===== src/rtl/cpu_pkg.sv =====
// Shared pipeline definitions for the EX-stage forwarding and hazard logic.
package cpu_pkg;

  localparam int DATA_W = 16;
  localparam int REG_AW = 4;

  localparam logic [1:0] FWD_NONE = 2'b00;
  localparam logic [1:0] FWD_WB   = 2'b01;
  localparam logic [1:0] FWD_MEM  = 2'b10;

  typedef struct packed {
    logic              valid;
    logic [REG_AW-1:0] rd;
    logic              reg_write;
    logic              mem_read;
  } pipe_tag_t;

endpackage


===== src/rtl/fwd_tag_stage.sv =====
// One destination-tag pipeline register: holds on freeze, loads a bubble on clear.
module fwd_tag_stage import cpu_pkg::*; (
  input  logic      clk,
  input  logic      rst,
  input  logic      hold,
  input  logic      clear,
  input  pipe_tag_t d,
  output pipe_tag_t q
);

  always_ff @(posedge clk) begin
    if (rst) begin
      q <= '0;
    end else if (!hold) begin
      q <= clear ? '0 : d;
    end
  end

endmodule


===== src/rtl/fwd_hazard_ctrl.sv =====
// Producer side of EX-stage forwarding: tracks in-flight destination tags, registers
// operand selects at the ID->EX boundary and stalls ID on a load-use dependency.
module fwd_hazard_ctrl import cpu_pkg::*; #(
  parameter int DATA_W = 16,
  parameter int REG_AW = 4
) (
  input  logic              clk,
  input  logic              rst,
  input  logic              stall_in,
  input  logic              flush,
  input  logic              id_valid,
  input  logic [REG_AW-1:0] id_rs,
  input  logic [REG_AW-1:0] id_rt,
  input  logic              id_rs_used,
  input  logic              id_rt_used,
  input  logic [REG_AW-1:0] id_rd,
  input  logic              id_reg_write,
  input  logic              id_mem_read,
  input  logic [DATA_W-1:0] ex_alu_out,
  input  logic [DATA_W-1:0] mem_rdata,
  output logic [1:0]        ForwardA,
  output logic [1:0]        ForwardB,
  output logic [DATA_W-1:0] MEM_faddress,
  output logic [DATA_W-1:0] WB_fdata,
  output logic [REG_AW-1:0] wb_rd,
  output logic              wb_write,
  output logic              hazard_stall
);

  function automatic logic match_tag(input pipe_tag_t t, input logic [REG_AW-1:0] s);
    return t.valid && t.reg_write && (t.rd == s) && (s != '0);
  endfunction

  pipe_tag_t id_tag;
  pipe_tag_t tag_p0;
  pipe_tag_t tag_p1;
  pipe_tag_t tag_p2;

  logic              ex_hit_a;
  logic              ex_hit_b;
  logic              bubble;
  logic [1:0]        fwd_a_nxt;
  logic [1:0]        fwd_b_nxt;
  logic [1:0]        fwd_a_p0;
  logic [1:0]        fwd_b_p0;
  logic [DATA_W-1:0] faddr_p1;
  logic [DATA_W-1:0] wb_data_p2;
  logic              unused_wb_mem_read;

  assign id_tag = '{valid: id_valid, rd: id_rd, reg_write: id_reg_write, mem_read: id_mem_read};

  assign ex_hit_a     = id_rs_used && match_tag(tag_p0, id_rs);
  assign ex_hit_b     = id_rt_used && match_tag(tag_p0, id_rt);
  // A load still in EX has no data yet; flush takes precedence since the consumer dies anyway.
  assign hazard_stall = id_valid && !flush && tag_p0.mem_read && (ex_hit_a || ex_hit_b);
  assign bubble       = flush || hazard_stall;

  always_comb begin
    fwd_a_nxt = FWD_NONE;
    fwd_b_nxt = FWD_NONE;
    if (!bubble) begin
      if (ex_hit_a)                                  fwd_a_nxt = FWD_MEM;
      else if (id_rs_used && match_tag(tag_p1, id_rs)) fwd_a_nxt = FWD_WB;
      if (ex_hit_b)                                  fwd_b_nxt = FWD_MEM;
      else if (id_rt_used && match_tag(tag_p1, id_rt)) fwd_b_nxt = FWD_WB;
    end
  end

  // ID -> EX
  fwd_tag_stage u_tag_ex (
    .clk(clk), .rst(rst), .hold(stall_in), .clear(bubble), .d(id_tag), .q(tag_p0)
  );

  // EX -> MEM
  fwd_tag_stage u_tag_mem (
    .clk(clk), .rst(rst), .hold(stall_in), .clear(1'b0), .d(tag_p0), .q(tag_p1)
  );

  // MEM -> WB
  fwd_tag_stage u_tag_wb (
    .clk(clk), .rst(rst), .hold(stall_in), .clear(1'b0), .d(tag_p1), .q(tag_p2)
  );

  always_ff @(posedge clk) begin
    if (rst) begin
      fwd_a_p0   <= FWD_NONE;
      fwd_b_p0   <= FWD_NONE;
      faddr_p1   <= '0;
      wb_data_p2 <= '0;
    end else if (!stall_in) begin
      fwd_a_p0   <= fwd_a_nxt;
      fwd_b_p0   <= fwd_b_nxt;
      faddr_p1   <= ex_alu_out;
      wb_data_p2 <= tag_p1.mem_read ? mem_rdata : faddr_p1;
    end
  end

  assign ForwardA           = fwd_a_p0;
  assign ForwardB           = fwd_b_p0;
  assign MEM_faddress       = faddr_p1;
  assign WB_fdata           = wb_data_p2;
  assign wb_rd              = tag_p2.rd;
  assign wb_write           = tag_p2.valid && tag_p2.reg_write && (tag_p2.rd != '0);
  assign unused_wb_mem_read = tag_p2.mem_read;

endmodule


===== config.mk =====
export PLATFORM = sky130hd
export DESIGN_NAME = fwd_hazard_ctrl
export DESIGN_NICKNAME = d
export VERILOG_FILES = /design/src/rtl/cpu_pkg.sv /design/src/rtl/fwd_tag_stage.sv /design/src/rtl/fwd_hazard_ctrl.sv
export SDC_FILE = /design/constraint.sdc
export NUM_CORES = 1
export LEC_CHECK = 0
export CAP_MARGIN = 5
export CORE_UTILIZATION = 47
export DETAILED_ROUTE_END_ITERATION = 8
export PLACE_DENSITY = 0.84
export SLEW_MARGIN = 20
export SYNTH_ARGS = -nofsm -noshare
export SYNTH_HDL_FRONTEND = slang
export SYNTH_SLANG_ARGS = --single-unit

===== constraint.sdc =====
create_clock -name clk -period 5.4 [get_ports clk]
set_clock_uncertainty 0.1 [all_clocks]
set_input_delay 1.62 -clock clk [delete_from_list [all_inputs] [get_ports clk]]
set_output_delay 1.62 -clock clk [all_outputs]
set_load 0.01 [all_outputs]

==> impl_summary.md <==
Timing
Dividing the final minimum period by the clock period gives between 90% and 100%. The final hold violation count is 0. Setup repair after global routing left no endpoint under its margin.

The final total negative setup slack is 0 ns. The total setup violations reported at the end of the flow is 0. Static timing analysis puts the maximum clock frequency at 192 MHz. The number of pins exceeding their max-slew limit in the final report is 0. After layout, the minimum clock period comes to approximately 5.2 ns. The relative slew slack is between 30 and 40%. The slew of the pin with the lowest slew margin is 1.03 ns.

Detailed routing
Dividing the detail-routed via count by the number of cells gives about 5. The total DRC errors in the routed layout is 0. The detailed router finished its first iteration with 63 violations. Summed over all layers, the routed wires come to approximately 5700 um. The number of antenna-violating nets in the routed design is 0. The first detailed-routing pass took 4 iterations. In the final routed layout, each cell accounts on average for roughly 13 um. The overall via count from detail_route is 2104.

Pwr
The sequential power share is between 50% and 60%. The static leakage power is around 0.0014 uW. Of the total power, combinational logic draws 17.1%. The post-layout total power is 791 uW. Cell internal power was estimated by the tool at 595 uW. The worst voltage drop across the vdd grid is ~190 uV. In this run the power density over the cells is 222 nW/um^2.

The clock power share is 27.0%. The analysis attributes to net switching a power of 196 uW. Net switching is between 20% and 30% of the power.

Floorplanning
The horizontal extent of the die is ~76 um. In this run the core area contains 26 standard-cell rows. The die covers roughly 5700 sq um. The die is ~76 um tall. The initial utilization of the core area, before any placement, comes to 49.2%. During I/O placement, the number of pins put on the boundary was 95. The floorplan step defined a core boundary enclosing 5170 sq um.

Finish
The area growth from synthesis to layout is 40.0%. The net count reported at finish is 407. The total inserted antenna cells is 0.

The final standard cell utilization of the core is around 69%. The combined flip-flop and latch cell area is 1120 sq um. The share of final-layout standard cells stronger than drive strength 1 is 7.06%. The number of filler instances in the final layout is 421.

The area used by multi-input combinational logic is 1300 sq um.

Hold path
The worst min-delay path category is reg2reg.

Clocking
The clock tree root driver cell is clkbuf_8. The hold buffer count at CTS is 0. The later pin in the worst-skew pair is clocked with a latency of about 0.3 ns. The count of clock tree sinks is between 50 and 60. The largest buffer count on any clock path is 2.

Post-CTS repair changed the size of 0 cells. In this run, CTS created clock tree buffers numbering 5. The setup fix buffers added after clock tree synthesis is 0. The total number of H-tree levels is 2. After clock tree synthesis, the clock-pin slew on the worst setup and hold paths is roughly 0.090 ns.

The clock tree from TritonCTS is yes.

Synthesis
The number of flip-flops and latches in the synthesized netlist is 56. In this run the cell area of the synthesized design comes to between 2000 and 3000 sq um. The synthesized area per cell is 9.39 sq um. The post-synthesis instance total is 271. Synthesis instantiated 27 different standard cells from the library. The part of the Yosys area used for sequential elements is 44.1%. The Yosys step of the flow raised 0 warnings. The net count after synthesis is 324.

Critical path
The longest individual stage delay on the worst path is 0.55 ns. For flop-to-flop paths, the worst setup slack is 3.58 ns. The worst setup path is of the in2out kind. The kind of start point of the critical path is an input pin. The critical path goes through clkdlybuf4s50_1, xor2_1, nor3_2, nand4_4, a21oi_4, clkdlybuf4s50_1. The data required time at the worst endpoint is 3.68 ns. The largest fanout on the critical path is 5. Data on the critical path arrives at its endpoint at 3.50 ns. STA classifies the critical path endpoint as a primary output. The critical-path cell with the highest stage delay is clkdlybuf4s50_1.

The most frequent cell on the critical path is clkdlybuf4s50_1.

Place
Input and output buffers added on the ports amount to 94. Summed over all nets, the half-perimeter wirelength after detailed placement is 4250 um. The global placer's final weighted congestion is 0.747.

Run
Across the run, the number of max-cap violations was 0.

Global routing
The first global-routing pass estimated 9160 um of wire. Entering global routing, the biggest net connects 52 pins. The number of antenna violations at the first check in global routing came to 0. The global routing usage summed across all routing layers is a little over a fifth. The number of global-route vias before repair is 2023. The global-route congestion overflow total is 0.

Run status
The run finished with clean final reports.
==> routing by layer <==
layer	wire, um	vias to the layer above	track usage [%]
met4	53	0	6.58
li1	-	1074	-
met1	2450	964	25.0
met2	2960	61	39.6
met3	240	5	3.44
met5	0	-	0
==> placed cells by master (no fill, tap or decap), types with 2 or more instances in the layout <==
cell type	n
o41ai_4	2
xnor2_1	6
clkbuf_8	5
dfxtp_1	56
nor2b_1	2
clkdlybuf4s50_1	92
nor3_2	2
buf_4	2
mux2i_1	45
o31ai_2	6
inv_1	7
or3_1	2
buf_2	2
xor2_1	10
nor2_1	63
o2111ai_1	2
nand4_4	2
a21oi_1	20
nor3_1	5
nand2_1	13
o21ai_1	2
==> registers in the layout, summed over array words and instances (netlist names) <==
| register | count |
|---|---|
| MEM_faddress | 16 |
| WB_fdata | 16 |
| u_tag_ex.q | 7 |
| u_tag_mem.q | 7 |
| u_tag_wb.q | 6 |
| ForwardA | 2 |
| ForwardB | 2 |
==> through the flow <==
| step | worst slack, ns | area [sq um] | cells | hold WS, ns |
|---|---|---|---|---|
| 3_3_place_gp | 0.232 | 3480 | 417 | 0.351 |
| 2_1_floorplan | 1.23 | 2540 | 271 | 0.364 |
| 5_1_grt | 0.145 | 3560 | 424 | 0.387 |
| 4_1_cts | 0.166 | 3560 | 424 | 0.372 |
| 3_5_place_dp | 0.177 | 3480 | 417 | 0.350 |
| 6_report | 0.178 | 3560 | 424 | 0.366 |
==> cell usage after synthesis, drive strengths merged <==
cell type  count  area [sq um]
nor2b          2          12.5
or3            2          12.5
a31o           1          8.76
mux2i         45           450
xor2          10          87.6
nand2b         1          6.26
nor3           7          45.0
xnor2          6          52.6
o31ai          6          75.1
clkbuf         7          26.3
nor4           1          6.26
buf           13          71.3
dfxtp         56          1120
nand4          2          42.5
nor2          63           236
o21ai          2          10.0
o2111ai        2          17.5
nand2         14          60.1
nand3          1          5.00
o41ai          2          55.1
inv            7          26.3
a21oi         21           116
==> power by group through the flow <==
stage                     Sequential [uW]  Combinational (uW)  Clock [uW]
after floorplan                       453                59.3           0
after global placement                451                 133           0
after global routing                  444                 147         238
after detailed placement              452                 136           0
after CTS                             442                 137         222
final                                 442                 136         214
==> final cells by class <==
class,instances,area share (%)
Clock buffer,5,1.93
Clock inverter,2,0.351
Inverter,7,0.738
Multi-Input combinational cell,188,36.5
Sequential cell,56,31.5
Tap cell,70,2.46
Timing Repair Buffer,96,26.6
==> worst paths after layout <==
path | cells past startpoint | to | from
max | 6 | hazard_stall | id_rs[3]
min | 2 | ForwardB[0]$_SDFFE_PP0N_ | ForwardB[0]$_SDFFE_PP0N_
max reg2reg | 4 | WB_fdata[15]$_SDFFE_PP0N_ | u_tag_mem.q[0]$_SDFFE_PP0N_
min reg2reg | 2 | ForwardB[0]$_SDFFE_PP0N_ | ForwardB[0]$_SDFFE_PP0N_
==> logic make-up (layout without fill, tap and decap cells) <==
family	Yosys count	in the layout	share of synthesized area, %
flops	56	56	44.1
buf+inv	27	110	4.87
xor+xnor	16	16	5.51
mux	45	45	17.7
compound gates	34	34	11.1
simple gates	93	93	16.8
==> critical path: cells and delay by family <==
family,cells,cell delay [ns]
XOR/XNOR,1,0.20
AO/OA/AOI/OAI,1,0.19
AND/OR/NAND/NOR,2,0.44
buffers and inverters,2,1.05
Power figures use the tool's default switching activity.
